===== src/rtl/decode_stage.sv =====
// RV32I-subset decode stage: register file with write-through bypass, main/ALU
// decoders and immediate extender. All decode outputs are combinational from InstrD.
module decode_stage #(
  parameter int DATA_WIDTH = 32,
  parameter int REG_COUNT  = 32
) (
  input  logic                  clk,
  input  logic                  reset,
  input  logic [31:0]           InstrD,
  input  logic                  RegWriteW,
  input  logic [4:0]            RdW,
  input  logic [DATA_WIDTH-1:0] ResultW,
  output logic [DATA_WIDTH-1:0] RD1,
  output logic [DATA_WIDTH-1:0] RD2,
  output logic [DATA_WIDTH-1:0] ImmExtD,
  output logic [4:0]            Rs1D,
  output logic [4:0]            Rs2D,
  output logic [4:0]            RdD,
  output logic                  RegWriteD,
  output logic                  MemWriteD,
  output logic                  jumpD,
  output logic                  branchD,
  output logic                  ALUSrcD,
  output logic [1:0]            ResultSrcD,
  output logic [2:0]            ALUControlD,
  output logic                  IllegalD
);

  localparam logic [6:0] OP_LW   = 7'b0000011;
  localparam logic [6:0] OP_SW   = 7'b0100011;
  localparam logic [6:0] OP_R    = 7'b0110011;
  localparam logic [6:0] OP_BEQ  = 7'b1100011;
  localparam logic [6:0] OP_IALU = 7'b0010011;
  localparam logic [6:0] OP_JAL  = 7'b1101111;

  localparam logic [2:0] ALU_ADD = 3'b000;
  localparam logic [2:0] ALU_SUB = 3'b001;
  localparam logic [2:0] ALU_AND = 3'b010;
  localparam logic [2:0] ALU_OR  = 3'b011;
  localparam logic [2:0] ALU_SLT = 3'b101;

  typedef enum logic [2:0] {IMM_Z, IMM_I, IMM_S, IMM_B, IMM_J} imm_src_e;

  typedef struct packed {
    logic       reg_write;
    logic       mem_write;
    logic       jump;
    logic       branch;
    logic       alu_src;
    logic [1:0] result_src;
    logic [1:0] alu_op;
    imm_src_e   imm_src;
  } ctrl_t;

  // ---------------- register file ----------------
  logic [REG_COUNT-1:0][DATA_WIDTH-1:0] regs_q, regs_d;
  logic                                 wr_en;

  assign wr_en = RegWriteW && (RdW != 5'd0);

  always_comb begin
    regs_d = regs_q;
    if (wr_en) regs_d[RdW] = ResultW;
  end

  // reset wins over a write presented in the same cycle
  always_ff @(posedge clk) begin
    if (reset) regs_q <= '0;
    else       regs_q <= regs_d;
  end

  assign Rs1D = InstrD[19:15];
  assign Rs2D = InstrD[24:20];
  assign RdD  = InstrD[11:7];

  // write-through bypass lets decode see the writeback value in the same cycle
  assign RD1 = (Rs1D == 5'd0)              ? '0      :
               (wr_en && (RdW == Rs1D))    ? ResultW : regs_q[Rs1D];
  assign RD2 = (Rs2D == 5'd0)              ? '0      :
               (wr_en && (RdW == Rs2D))    ? ResultW : regs_q[Rs2D];

  // ---------------- main decoder ----------------
  logic [6:0] opcode;
  logic [2:0] funct3;
  ctrl_t      ctrl;
  logic       op_ok;

  assign opcode = InstrD[6:0];
  assign funct3 = InstrD[14:12];

  always_comb begin
    ctrl  = '0;
    op_ok = 1'b1;
    case (opcode)
      OP_LW: begin
        ctrl.reg_write = 1'b1; ctrl.alu_src = 1'b1;
        ctrl.result_src = 2'b01; ctrl.imm_src = IMM_I;
      end
      OP_SW: begin
        ctrl.mem_write = 1'b1; ctrl.alu_src = 1'b1; ctrl.imm_src = IMM_S;
      end
      OP_R: begin
        ctrl.reg_write = 1'b1; ctrl.alu_op = 2'b10; ctrl.imm_src = IMM_Z;
      end
      OP_BEQ: begin
        ctrl.branch = 1'b1; ctrl.alu_op = 2'b01; ctrl.imm_src = IMM_B;
      end
      OP_IALU: begin
        ctrl.reg_write = 1'b1; ctrl.alu_src = 1'b1;
        ctrl.alu_op = 2'b10; ctrl.imm_src = IMM_I;
      end
      OP_JAL: begin
        ctrl.reg_write = 1'b1; ctrl.jump = 1'b1;
        ctrl.result_src = 2'b10; ctrl.imm_src = IMM_J;
      end
      default: op_ok = 1'b0;
    endcase
  end

  // ---------------- ALU decoder ----------------
  logic [2:0] alu_ctrl;
  logic       f3_ok;

  always_comb begin
    alu_ctrl = ALU_ADD;
    f3_ok    = 1'b1;
    case (ctrl.alu_op)
      2'b00: alu_ctrl = ALU_ADD;
      2'b01: alu_ctrl = ALU_SUB;
      default: begin
        case (funct3)
          3'b000:  alu_ctrl = (opcode[5] && InstrD[30]) ? ALU_SUB : ALU_ADD;
          3'b010:  alu_ctrl = ALU_SLT;
          3'b110:  alu_ctrl = ALU_OR;
          3'b111:  alu_ctrl = ALU_AND;
          default: f3_ok    = 1'b0;
        endcase
      end
    endcase
  end

  // ---------------- immediate extender ----------------
  logic [DATA_WIDTH-1:0] imm_ext;

  always_comb begin
    imm_ext = '0;
    case (ctrl.imm_src)
      IMM_I:   imm_ext = {{20{InstrD[31]}}, InstrD[31:20]};
      IMM_S:   imm_ext = {{20{InstrD[31]}}, InstrD[31:25], InstrD[11:7]};
      IMM_B:   imm_ext = {{20{InstrD[31]}}, InstrD[7], InstrD[30:25], InstrD[11:8], 1'b0};
      IMM_J:   imm_ext = {{12{InstrD[31]}}, InstrD[19:12], InstrD[20], InstrD[30:21], 1'b0};
      default: imm_ext = '0;
    endcase
  end

  // illegal instructions become a bubble: every control output forced low
  assign IllegalD    = !(op_ok && f3_ok);
  assign RegWriteD   = ctrl.reg_write  & ~IllegalD;
  assign MemWriteD   = ctrl.mem_write  & ~IllegalD;
  assign jumpD       = ctrl.jump       & ~IllegalD;
  assign branchD     = ctrl.branch     & ~IllegalD;
  assign ALUSrcD     = ctrl.alu_src    & ~IllegalD;
  assign ResultSrcD  = IllegalD ? 2'b00 : ctrl.result_src;
  assign ALUControlD = IllegalD ? 3'b000 : alu_ctrl;
  assign ImmExtD     = IllegalD ? '0 : imm_ext;

endmodule


===== config.mk =====
export PLATFORM = sky130hd
export DESIGN_NAME = decode_stage
export DESIGN_NICKNAME = d
export VERILOG_FILES = /design/src/rtl/decode_stage.sv
export SDC_FILE = /design/constraint.sdc
export NUM_CORES = 2
export LEC_CHECK = 0
export CAP_MARGIN = 15
export CORE_ASPECT_RATIO = 0.75
export CORE_MARGIN = 5
export CORE_UTILIZATION = 30
export DETAILED_ROUTE_END_ITERATION = 10
export HOLD_SLACK_MARGIN = 0.03
export PLACE_DENSITY = 0.51
export SLEW_MARGIN = 20
export SYNTH_ARGS = -nofsm -noshare
export SYNTH_HDL_FRONTEND = slang
export SYNTH_SLANG_ARGS = --single-unit

===== constraint.sdc =====
create_clock -name clk -period 5.1 [get_ports clk]
set_clock_uncertainty 0.15 [all_clocks]
set_input_delay 0.765 -clock clk [delete_from_list [all_inputs] [get_ports clk]]
set_output_delay 0.765 -clock clk [all_outputs]
set_load 0.01 [all_outputs]

After elaboration in Yosys (flattened, before gate mapping)
Cells that the tools add are included.
{ "op_classes": {"n_lt_le_gt_ge": 4, "n_eq_ne": 16, "mux": 29, "bitwise": 5, "reduce_logical": 19} }
{ "op_table": {"columns": ["cell", "count"], "rows": [
  ["1024-bit bitwise mux", 1],
  ["32-bit binary-select mux with 5-bit select", 2],
  ["32-bit two-way mux", 8],
  ["32-bit demux with 5-bit select", 1],
  ["32-bit one-hot mux with 4 select lines", 1],
  ["3-bit one-hot mux with 4 select lines", 2],
  ["5-bit by 6-bit < comparator with 1-bit output (second input constant)", 3],
  ["7-bit by 6-bit == test with 1-bit output (second input constant)", 2],
  ["7-bit == test (second input constant)", 2],
  ["5-bit == test", 2],
  ["5-bit logical NOT", 2],
  ["3-bit by 2-bit == test with 1-bit output (second input constant)", 3],
  ["3-bit == test (second input constant)", 3],
  ["1-bit two-way mux", 9],
  ["2-bit one-hot mux with 2 select lines", 2],
  ["4-bit OR reduction", 2],
  ["7-bit by 2-bit == test with 1-bit output (second input constant)", 1],
  ["7-bit by 5-bit == test with 1-bit output (second input constant)", 1],
  ["1-bit logical AND", 6],
  ["3-bit one-hot mux with 2 select lines", 1],
  ["2-bit OR reduction", 3],
  ["6-bit OR reduction", 1],
  ["1-bit AND", 5],
  ["5-bit by 1-bit greater-or-equal comparator with 1-bit output (second input constant)", 1],
  ["other kinds (9)", 9]
]} }
{ "totals": {"register_bits": 1024, "in_bits": 72, "out_inout_bits": 122, "wordCells": 105} }

Longest topological paths before layout
{ "depth": {"ltp_word": 8, "depth_mapped": 10} }

Worst setup path after synthesis
Ideal clock, no wire load.
{ "synth_path": {"path_kind": "input -> output", "startpoint": "input port InstrD[2]", "endpoint": "output port ImmExtD[21]", "arrival_ns": 2.707, "slack_ns": 1.478, "path_stages": 8, "path_buffers": 3, "cell_sequence": "or2_2 or3_1 clkbuf_1 nor2_1 o21ai_0 clkbuf_1 nor2_1 buf_4"} }
{ "synth_via": {"elab_chain_len": 8, "elab_cells_between_ends": 23} }
{ "synth_rtl": {"columns": ["item", "line", "rtl"], "rows": [
  ["start, declared", "9", "input logic [31:0] InstrD,"],
  ["7-bit by 5-bit == test with 1-bit output or 7-bit by 6-bit == test with 1-bit output (tied branches)", "94", "case (opcode)"],
  ["2-bit OR reduction (no source line)", null, null],
  ["2-bit one-hot mux with 2 select lines", "94", null],
  ["2-bit by 1-bit == test with 1-bit output or 2-bit logical NOT (tied branches)", "127", "case (ctrl.alu_op)"],
  ["2-bit OR reduction (no source line)", null, null],
  ["1-bit two-way mux", "127", null],
  ["1-bit logical AND", "157", "assign IllegalD = !(op_ok && f3_ok);"],
  ["32-bit two-way mux (*)", "165", "assign ImmExtD = IllegalD ? '0 : imm_ext;"],
  ["end, declared", "15", "output logic [DATA_WIDTH-1:0] ImmExtD,"]
]} }
Every way passes the cells marked *; elsewhere a longest branch is shown, timed or not.

Worst setup path after layout
{ "layout_path": {"startpoint": "input port InstrD[23]", "endpoint": "output port RD2[11]"} }
{ "layout_via": {"elab_chain_len": 4, "elab_cells_between_ends": 7} }
{ "layout_rtl": {"columns": ["item", "line", "rtl"], "rows": [
  ["32-bit binary-select mux with 5-bit select or 5-bit == test (tied branches)", "80", "(wr_en && (RdW == Rs2D)) ? ResultW : regs_q[Rs2D];"],
  ["32-bit two-way mux (implied by the code) or 1-bit logical AND (tied branches)", "80", null],
  ["32-bit two-way mux", "80", null],
  ["32-bit two-way mux (*)", "79", "assign RD2 = (Rs2D == 5'd0) ? '0 :"],
  ["end, declared", "14", "output logic [DATA_WIDTH-1:0] RD2,"]
]} }
Every way passes the cells marked *; elsewhere a longest branch is shown, timed or not. The select of a mux whose other input is x is not followed.

==> summary.txt <==
Clocking
  • Clk slew on worst S/H paths: 0.06 ns
  • Num CTS Buffers: roughly 110
  • CTS Hold Bufs: 0
  • Maximum buffer depth of the clock tree: 3
  • Worst skew pair latency: 0.73 ns
  • CTS tree: done
  • CTS H-tree lvls: 3
  • Clk root buf: clkbuf_16
  • Clock Sink Count: about 1,000

Place
  • PortBufs: slightly below 200
  • Final HPWL DP: about 150,000 um
  • Gp weighted congestion: roughly 0.96
  • Setup Slack @ Placement: -0.4734 ns

Die
  • Die footprint: 184,800 sq um
  • FP Rows: 133
  • Die width: 494.7 um
  • # IOs: 194
  • DIE HEIGHT: 373.6 um
  • Initial Utilization: between 30% and 40%
  • Core area: 175,200 sq um

Worst setup path
  • Largest fanout on the critical path: 19
  • Cell count of the worst reg-to-reg path: 2
  • WP buf/inv: 3
  • Setup Crit Path Kind: input pin to output port
  • Crit end category: output port
  • Crit path max-delay cell type: nor4_1
  • Levels on crit path: 8
  • Worst-path cell chain: clkdlybuf4s50_1 -> buf_4 -> nand2_2 -> or2_2 -> o22ai_1 -> nor4_1 -> a22o_1 -> clkdlybuf4s50_1
  • CP required: between 4 and 5 ns
  • Critical Path AT: roughly 4.2 ns
  • Cell mode on critical path: clkdlybuf4s50_1
  • Max incr delay on CP: 0.78 ns
  • CP Launch Type: input pin
  • CP delay by family, top: buffers and inverters

Synth
  • Synth warn: 0
  • Post-synth EDFFs: 0
  • Synth cell types: 48
  • Mapped Area: 52,870 sq um
  • Post-Syn Nets: around 6,500
  • Synthesized area per cell: between 8 and 9 sq um
  • FF+latch count, synth: 1,024
  • Syn Inst Count: 6,387
  • Post-synthesis async set-or-reset flop share: 0%
  • Sequential share of the synthesized area: approximately two fifths
  • Ys flop type: dfxtp_1

Timing
  • RSZ-0062 raised after global routing: no
  • Fmax: 194.9 MHz
  • Tmin final: 5.132 ns
  • Hold Slack: 0.3165 ns
  • Slack of the critical path: -0.03162 ns
  • Slew margin rel.: a little over a quarter
  • Setup TNS Final: -0.03162 ns
  • Crit share post-route: 100.6%
  • Final setup viols: 1
  • Worst Tran Pin Value: 1.085 ns
  • Final Max Slew Viols: 0
  • Endpoints failing hold: 0

Power and ir drop
  • Pwr/cell area: 313.2 nW/um^2
  • Static Leak: 20.89 nW
  • Peak VDD IR: 263.0 uV

Global route
  • First-pass GRT wire length: 345,300 um
  • Global route overflow: 0
  • Global Route Usage Sum: 25.11%
  • Largest net degree at the start of global routing: 118
  • Initial antenna violation count: 8
  • Vias in the first global route: 46,538

Drt
  • DRC violations left: 0
  • Vias: 50,225
  • Drt first-iter violations: 7,461
  • Total wire length: 243,200 um
  • Final antenna-violating net count: 0
  • Drt pass-1 iters: 6
  • Avg Vias per Cell: 5.747
  • Wire length per cell: 27.83 um

Final layout
  • Commonest non-fill, non-tap cell in the layout: nand2_1
  • Layout cells sized above 1: between 10% and 20%
  • Reg with most FFs: regs_q
  • Max reg flops: 1,024
  • Layout fillers: 17,683
  • Final net count: 6,351
  • Top flop regs: regs_q: 1024 flops
  • Most frequent cells in the layout: nand2_1, a21oi_1, dfxtp_1
  • Area growth syn-to-layout: 17.52%

Worst hold path
  • Hold crit path type: flop to flop
  • Hold-critical path depth: 2

Run
  • Max-cap violations: 0

Status
  • Status: finished with violations
  • Failing checks: setup timing
==> final timing paths <==
path	start	to	slack [ns]
setup reg to reg	regs_q[199]	regs_q[199]	4.24
setup / recovery	InstrD[23]	RD2[11]	-0.03
hold / removal	regs_q[994]	regs_q[994]	0.32
hold reg to reg	regs_q[994]	regs_q[994]	0.32
==> cell usage after synthesis (all sizes together), types with 8 or more instances <==
cell    count  area (sq um)
clkbuf    524          1967
buf       185          1031
a22o       31         271.5
nor3        9         45.04
a21oi    1079          5404
nor2       61         231.5
nor2b      47         294.0
nand2    2073          7781
mux2i     513          5135
a32o       33         330.3
inv         8         30.03
xnor2      10         87.58
nor4       31         193.9
a22oi     227          1704
mux2       33         371.6
or2         8         50.05
mux4      253          5698
o22ai      91         569.3
o221ai     31         271.5
nand3       9         45.04
a221o      28         280.3
dfxtp    1024         20500
a211oi     33         247.7
==> logic make-up (layout without fill, tap and decap cells) <==
| kind of cell | count (synthesis) | count (layout) | share of synthesized area, % |
|---|---|---|---|
| XOR/XNOR | 10 | 10 | 0.1657 |
| buffers and inverters | 717 | 705 | 5.727 |
| AND/OR/NAND/NOR | 2267 | 2267 | 16.73 |
| AO/OA/AOI/OAI | 1570 | 1570 | 17.41 |
| other | 0 | 2 | 0 |
| flip-flops | 1024 | 1024 | 38.77 |
| multiplexers | 799 | 799 | 21.19 |
==> metal layers <==
layer | share of wire, % | up-vias | global-route usage (%) | routed length (um)
met4 | 4.6 | 8 | 10.14 | 11130
met1 | 42 | 24761 | 35.34 | 103100
met2 | 42 | 2912 | 36.68 | 103200
li1 | - | 22043 | - | -
met3 | 11 | 501 | 6.154 | 25660
met5 | 0.022 | - | 0 | 54
==> what timing repair did <==
item	4_1_cts	5_1_grt
hold endpoints to repair	0	0
cloned	0	0
resized for setup	11	1
pin swaps	0	0
setup buffers	0	0
endpoints found under the setup margin	11	1
==> through the flow <==
stage	power, mW	cell area (sq um)	util, %	cells
after CTS	19.48	62120	35.45	8737
after global routing	19.89	62130	35.46	8738
final	19.46	62130	35.46	8739
after floorplan	9.393	52870	-	6387
after global placement	10.36	57830	33.00	8522
after detailed placement	10.38	57910	33.05	8525
==> final cells by class <==
class / count / area (sq um) / area share, %
repair buffers: 485 / 4713 / 7.586
clock inverters: 44 / 693.2 / 1.116
diodes: 2 / 5.005 / 0.008055
inverters: 8 / 30.03 / 0.04833
multi-input cells: 4646 / 29790 / 47.94
clock buffers: 168 / 3448 / 5.550
well taps: 2362 / 2955 / 4.757
flip-flops and latches: 1024 / 20500 / 32.99
==> power breakdown <==
part	leakage (nW)	internal (mW)	switching [mW]	total, mW
combinational	10.6	0.733	1.44	2.17
sequential	8.25	8.06	0.0443	8.10
clock	2.05	5.52	3.67	9.19
==> tightest hold or removal path, cell delays in order, from the launching register on <==
cell	delay [ns]
dfxtp_1	0.32
nand2_1	0.05
a21oi_1	0.05
Note: power is estimated with default switching activity, not from simulation.
